<file path="src/rtl/uart_pkg.sv">
// uart_pkg: shared types and constants for the UART receive controller.
// Holds the controller state encoding, the number of byte lanes per word
// and the width of the saturating overflow counter.
package uart_pkg;
    typedef enum logic [2:0] {IDLE, CFG, RUN, RD, CAP, EMIT} state_t;
    localparam int WORD_BYTES = 4;
    localparam int OVF_W = 16;
endpackage

</file>
<file path="src/rtl/uart_timeout_cnt.sv">
// uart_timeout_cnt: idle timer that saturates at TIMEOUT_CYCLES.
// Ports: clk_i/rst_i clock and async active-high reset; clear_i zeroes the
// count (wins over enable); enable_i advances it; reached_o is high while
// the count equals TIMEOUT_CYCLES.
module uart_timeout_cnt #(
    parameter int TIMEOUT_CYCLES = 1000
) (
    input  logic clk_i,
    input  logic rst_i,
    input  logic clear_i,
    input  logic enable_i,
    output logic reached_o
);
    localparam int W = $clog2(TIMEOUT_CYCLES + 1);
    localparam logic [W-1:0] LIMIT = W'(TIMEOUT_CYCLES);
    logic [W-1:0] cnt_q, cnt_d;
    always_comb cnt_d = clear_i ? '0 : (enable_i && cnt_q != LIMIT) ? cnt_q + 1'b1 : cnt_q;
    always_ff @(posedge clk_i or posedge rst_i) begin
        if (rst_i) cnt_q <= '0;
        else cnt_q <= cnt_d;
    end
    assign reached_o = cnt_q == LIMIT;
endmodule

</file>
<file path="src/rtl/uart_rx_ctrl.sv">
// uart_rx_ctrl: configures the UART receiver baud rate and packs received
// bytes from its FIFO into up-to-4-byte words, flushing partial words after
// an idle timeout.
// Ports: CLKip/RSTi clock and async active-high reset; CFG_* baud request and
// sticky reject flag; BAUD_RATE* baud write to the receiver; RX_DONEi and
// FIFO_* receiver FIFO side; WORD_* packed-word handshake to downstream;
// OVF_CNTo saturating dropped-byte count; ACTIVEo high outside IDLE.
module uart_rx_ctrl
    import uart_pkg::*;
#(
    parameter int CLK_FREQ       = 100_000_000,
    parameter int DATA_WIDTH     = 8,
    parameter int TIMEOUT_CYCLES = 1000
) (
    input  logic                        CLKip,
    input  logic                        RSTi,
    input  logic [31:0]                 CFG_BAUDi,
    input  logic                        CFG_STARTi,
    output logic                        CFG_ERRo,
    output logic [31:0]                 BAUD_RATEo,
    output logic                        BAUD_RATE_WEo,
    input  logic                        RX_DONEi,
    input  logic                        FIFO_EMPTYi,
    input  logic                        FIFO_FULLi,
    input  logic [DATA_WIDTH-1:0]       FIFO_DATAi,
    output logic                        FIFO_RDo,
    output logic [4*DATA_WIDTH-1:0]     WORD_DATAo,
    output logic [2:0]                  WORD_BYTESo,
    output logic                        WORD_VALIDo,
    input  logic                        WORD_READYi,
    output logic [OVF_W-1:0]            OVF_CNTo,
    output logic                        ACTIVEo
);
    localparam logic [31:0] BAUD_MAX = 32'(CLK_FREQ / 16);
    localparam logic [2:0] FULL_CNT = 3'(WORD_BYTES);

    state_t state_q, state_d;
    logic [2:0] cnt_q, cnt_d;
    logic [4*DATA_WIDTH-1:0] data_q, data_d;
    logic [31:0] baud_q, baud_d;
    logic err_q, err_d;
    logic [OVF_W-1:0] ovf_q, ovf_d;
    logic baud_ok, cfg_win, to_reached;

    assign baud_ok = CFG_BAUDi != '0 && CFG_BAUDi <= BAUD_MAX;
    // Configuration requests are only honoured while idle or running.
    assign cfg_win = CFG_STARTi && (state_q == IDLE || state_q == RUN);

    always_comb begin
        state_d = state_q;
        cnt_d   = cnt_q;
        data_d  = data_q;
        case (state_q)
            IDLE: state_d = (CFG_STARTi && baud_ok) ? CFG : IDLE;
            CFG:  state_d = RUN;
            RUN: begin
                if (CFG_STARTi && baud_ok) begin
                    state_d = CFG;
                    cnt_d   = '0;
                    data_d  = '0;
                end else if (!FIFO_EMPTYi) state_d = RD;
                else if (to_reached && cnt_q != '0) state_d = EMIT;
            end
            RD:   state_d = CAP;
            CAP: begin
                data_d[cnt_q[1:0]*DATA_WIDTH +: DATA_WIDTH] = FIFO_DATAi;
                cnt_d   = cnt_q + 3'd1;
                state_d = (cnt_d == FULL_CNT) ? EMIT : RUN;
            end
            EMIT: begin
                if (WORD_READYi) begin
                    state_d = RUN;
                    cnt_d   = '0;
                    data_d  = '0;
                end
            end
            default: state_d = IDLE;
        endcase
    end

    always_comb begin
        baud_d = (cfg_win && baud_ok) ? CFG_BAUDi : baud_q;
        err_d  = (cfg_win && !baud_ok) ? 1'b1 : (state_q == CFG) ? 1'b0 : err_q;
        ovf_d  = (RX_DONEi && FIFO_FULLi && !FIFO_RDo && ovf_q != '1) ? ovf_q + 1'b1 : ovf_q;
    end

    always_ff @(posedge CLKip or posedge RSTi) begin
        if (RSTi) begin
            state_q <= IDLE;
            cnt_q   <= '0;
            data_q  <= '0;
            baud_q  <= '0;
            err_q   <= 1'b0;
            ovf_q   <= '0;
        end else begin
            state_q <= state_d;
            cnt_q   <= cnt_d;
            data_q  <= data_d;
            baud_q  <= baud_d;
            err_q   <= err_d;
            ovf_q   <= ovf_d;
        end
    end

    // The idle timer only runs while a partial word is pending in RUN.
    uart_timeout_cnt #(.TIMEOUT_CYCLES(TIMEOUT_CYCLES)) u_timeout (
        .clk_i    (CLKip),
        .rst_i    (RSTi),
        .clear_i  (state_q == CAP || cnt_q == '0),
        .enable_i (state_q == RUN),
        .reached_o(to_reached)
    );

    assign BAUD_RATEo    = baud_q;
    assign BAUD_RATE_WEo = state_q == CFG;
    assign CFG_ERRo      = err_q;
    assign FIFO_RDo      = state_q == RD;
    assign WORD_VALIDo   = state_q == EMIT;
    assign WORD_DATAo    = data_q;
    assign WORD_BYTESo   = cnt_q;
    assign OVF_CNTo      = ovf_q;
    assign ACTIVEo       = state_q != IDLE;
endmodule

</file>
<file path="config.mk">
export PLATFORM = sky130hd
export DESIGN_NAME = uart_rx_ctrl
export DESIGN_NICKNAME = d
export VERILOG_FILES = /design/src/rtl/uart_pkg.sv /design/src/rtl/uart_timeout_cnt.sv /design/src/rtl/uart_rx_ctrl.sv
export SDC_FILE = /design/constraint.sdc
export NUM_CORES = 1
export LEC_CHECK = 0
export ABC_AREA = 0
export BUFFER_PORTS_ARGS = -buffer_cell sky130_fd_sc_hd__buf_2
export CAP_MARGIN = 20
export CORE_MARGIN = 1
export CORE_UTILIZATION = 33
export DETAILED_ROUTE_END_ITERATION = 10
export GPL_TIMING_DRIVEN = 0
export PLACE_DENSITY = 0.66
export SKIP_CTS_REPAIR_TIMING = 1
export SLEW_MARGIN = 40
export SYNTH_ARGS = -nofsm -noshare
export SYNTH_HDL_FRONTEND = slang
export SYNTH_SLANG_ARGS = --single-unit
export TNS_END_PERCENT = 20
</file>
<file path="constraint.sdc">
create_clock -name CLKip -period 2.6 [get_ports CLKip]
set_input_delay 0.26 -clock CLKip [delete_from_list [all_inputs] [get_ports CLKip]]
set_output_delay 0.26 -clock CLKip [all_outputs]
set_load 0.01 [all_outputs]
</file>
==> run metrics <==
hold path start CFG_BAUDi[3]; Die ar. 0.0142 mm²; flop2flop setup slack 0.28 ns; Clock Skew 0.00458 ns; worst hold-check path type input port to register; PwrDens 724 mW/mm²; die height 119 µm; post-synthesis register bit count 97; Layout Nets 633; CTS root buffer clkbuf_16; final setup fails 0; Worst R2R Path Depth 6; syn_area_per_cell approximately 11 µm²; worst setup margin 0.276 ns; ant diodes 0; vias between 3000 and 4000; Clk Latency, worst-skew pair 0.34 ns; largest net degree at the start of global routing 27; I/O Buffers 134; Leak 2.94 nW; # IOs 135; EDFF count, synth 0; H-tree Lvls 3; gr usage total 16.6%; Worst Setup End Kind register; initial antenna violation count 1; Cell variety after synth 48; Num CTS Buffers 9; final non-filler cell area 0.00581 mm²; commonest non-fill, non-tap cell in the layout buf_2; relative max-transition margin 45.1%; hold depth 2; grt ovf 0; Vias per Instance 4.87; Area Growth Syn to Fin 28.6%; critical path peak fanout 8; Max-Cap Viols 0; DR DRC count 0; pre-CTS setup slack 0.242 ns; CP required 2.87 ns; TritonCTS Sinks 97; initial drt markers ~160; vias in the first global route 3672; Startpoint Class register; first-pass GRT wire length 18500 µm; Worst-path clk slew 0.06 ns; most frequent cells in the layout buf_2 (139), dfrtp_1 (97), nand2_1 (86); layout cell share with drive strength beyond 1 32.6%; CP Data Arrival Time 2.59 ns; CTS max path bufs 2; starting density of the core 34.0%; fin crit period 2.32 ns; Worst IR Drop VDD 431 µV; die width 119 µm; Hold Fails Final Rpt 0; transition time of the tightest slew-check pin 0.817 ns; Std-Cell Rows 42; Core Region 0.0133 mm²; Post-Syn Nets 483; first-pass iteration count of the detailed router 4; Setup Crit Path Kind register to register; Final Max Slew Viols 0; Fmax achieved 430 MHz; Area after DPL around 0.0055 mm²; Post-Synthesis Cells 427; RSZ-0062 raised after global routing no; final critical-path share of the clock period 89.4%; RR Endpoint WORD_DATAo[2]; routability cong. 0.832; Detail Placement HPWL 8720 µm; Synth warnings 0; Mapped Area 0.00452 mm²; final core occ roughly 44%; Post-DRT Antenna Nets 0; Post-Route WL approximately 11000 µm; async set-or-reset flop fraction in the synthesized netlist 100%; routed length per placed instance 14.9 µm; setup_tns 0 ns; register area share after synthesis 53.7%; Main synth FF type dfrtp_1; Hold EP BAUD_RATEo[3]; worst r2r src WORD_BYTESo[0]; Overall Power 4.21 mW; status finished clean; TritonCTS clock tree done
## cells in the mapped netlist, types with 5 or more instances
library cell / number / share of area, %
a21oi_1: 7 / 0.78
and2_1: 14 / 1.9
buf_2: 5 / 0.55
dfrtp_1: 97 / 54
ha_1: 9 / 2.5
inv_1: 12 / 1.0
mux2_4: 20 / 6.6
nand2_1: 86 / 7.1
nand3_1: 7 / 0.78
nand4_1: 11 / 1.5
nor2_1: 23 / 1.9
nor2b_1: 6 / 0.83
nor4_1: 10 / 1.4
o21ai_0: 34 / 3.8
o21ai_1: 10 / 1.1
xnor2_1: 10 / 1.9
xor2_1: 11 / 2.1
## power breakdown
group | internal, mW | switching, mW | total (mW)
Clock | 0.731 | 0.517 | 1.25
Combinational | 0.436 | 0.639 | 1.08
Sequential | 1.70 | 0.187 | 1.89
## state kept, by name, summed over array words and instances, names as in the netlist
register	cells
WORD_BYTESo	3
u_timeout.cnt_q	10
state_q	3
OVF_CNTo	16
WORD_DATAo	32
CFG_ERRo	1
BAUD_RATEo	32
## per-stage QoR
stage          std cells  hold slack [ns]
2_1_floorplan        427            0.377
3_3_place_gp         737            0.466
3_5_place_dp         741            0.275
4_1_cts              754          -0.0991
5_1_grt              755            0.172
6_report             755            0.169
## cells by family (layout without fill, tap and decap cells)
kind of cell,Yosys count,in the layout,synth area share (%)
buffers and inverters,22,174,2.46
xor gates and xnor gates,21,21,4.07
AOI/OAI and AO/OA,69,69,9.30
and+or+nand+nor,184,184,20.1
DFF,97,97,53.7
adders and majority gates,9,9,2.49
muxes,25,25,7.86
## final cells by class
type | count | area [µm²]
Buffer | 10 | 66.3
Clock buffer | 12 | 236
Clock inverter | 1 | 30.0
Fill cell | 1286 | 7480
Inverter | 12 | 48.8
Multi-Input combinational cell | 308 | 2010
Sequential cell | 97 | 2430
Tap cell | 176 | 220
Timing Repair Buffer | 139 | 776
## layer usage
layer	share of wire (%)	GRT usage [%]	vias up	routed length, µm
met5	0.071	0	-	8
met4	2.4	7.91	2	267
met3	5.4	3.83	18	608
met2	47	26.2	83	5260
met1	45	21.5	1792	5080
li1	-	-	1785	-
## worst max-delay path, cell delays in order (launching register included)
cell and delay (ns):
dfrtp_1 0.43, clkbuf_1 0.32, inv_1 0.13, ha_1 0.38
nor4_2 0.76, nand2_1 0.13, o21ai_1 0.10
## worst max path at each step
| stage | slack [ns] | endpoint | from |
|---|---|---|---|
| 2_1_floorplan | 0.47 | WORD_DATAo[16] | WORD_BYTESo[0] |
| 3_3_place_gp | 0.14 | WORD_DATAo[22] | WORD_BYTESo[0] |
| 3_5_place_dp | 0.24 | WORD_DATAo[6] | CFG_BAUDi[24] |
| 4_1_cts | 0.30 | WORD_DATAo[27] | WORD_BYTESo[0] |
| 5_1_grt | 0.07 | WORD_DATAo[4] | WORD_BYTESo[0] |
| 6_report | 0.28 | WORD_DATAo[2] | WORD_BYTESo[0] |
Note: power is estimated with default switching activity, not from simulation.
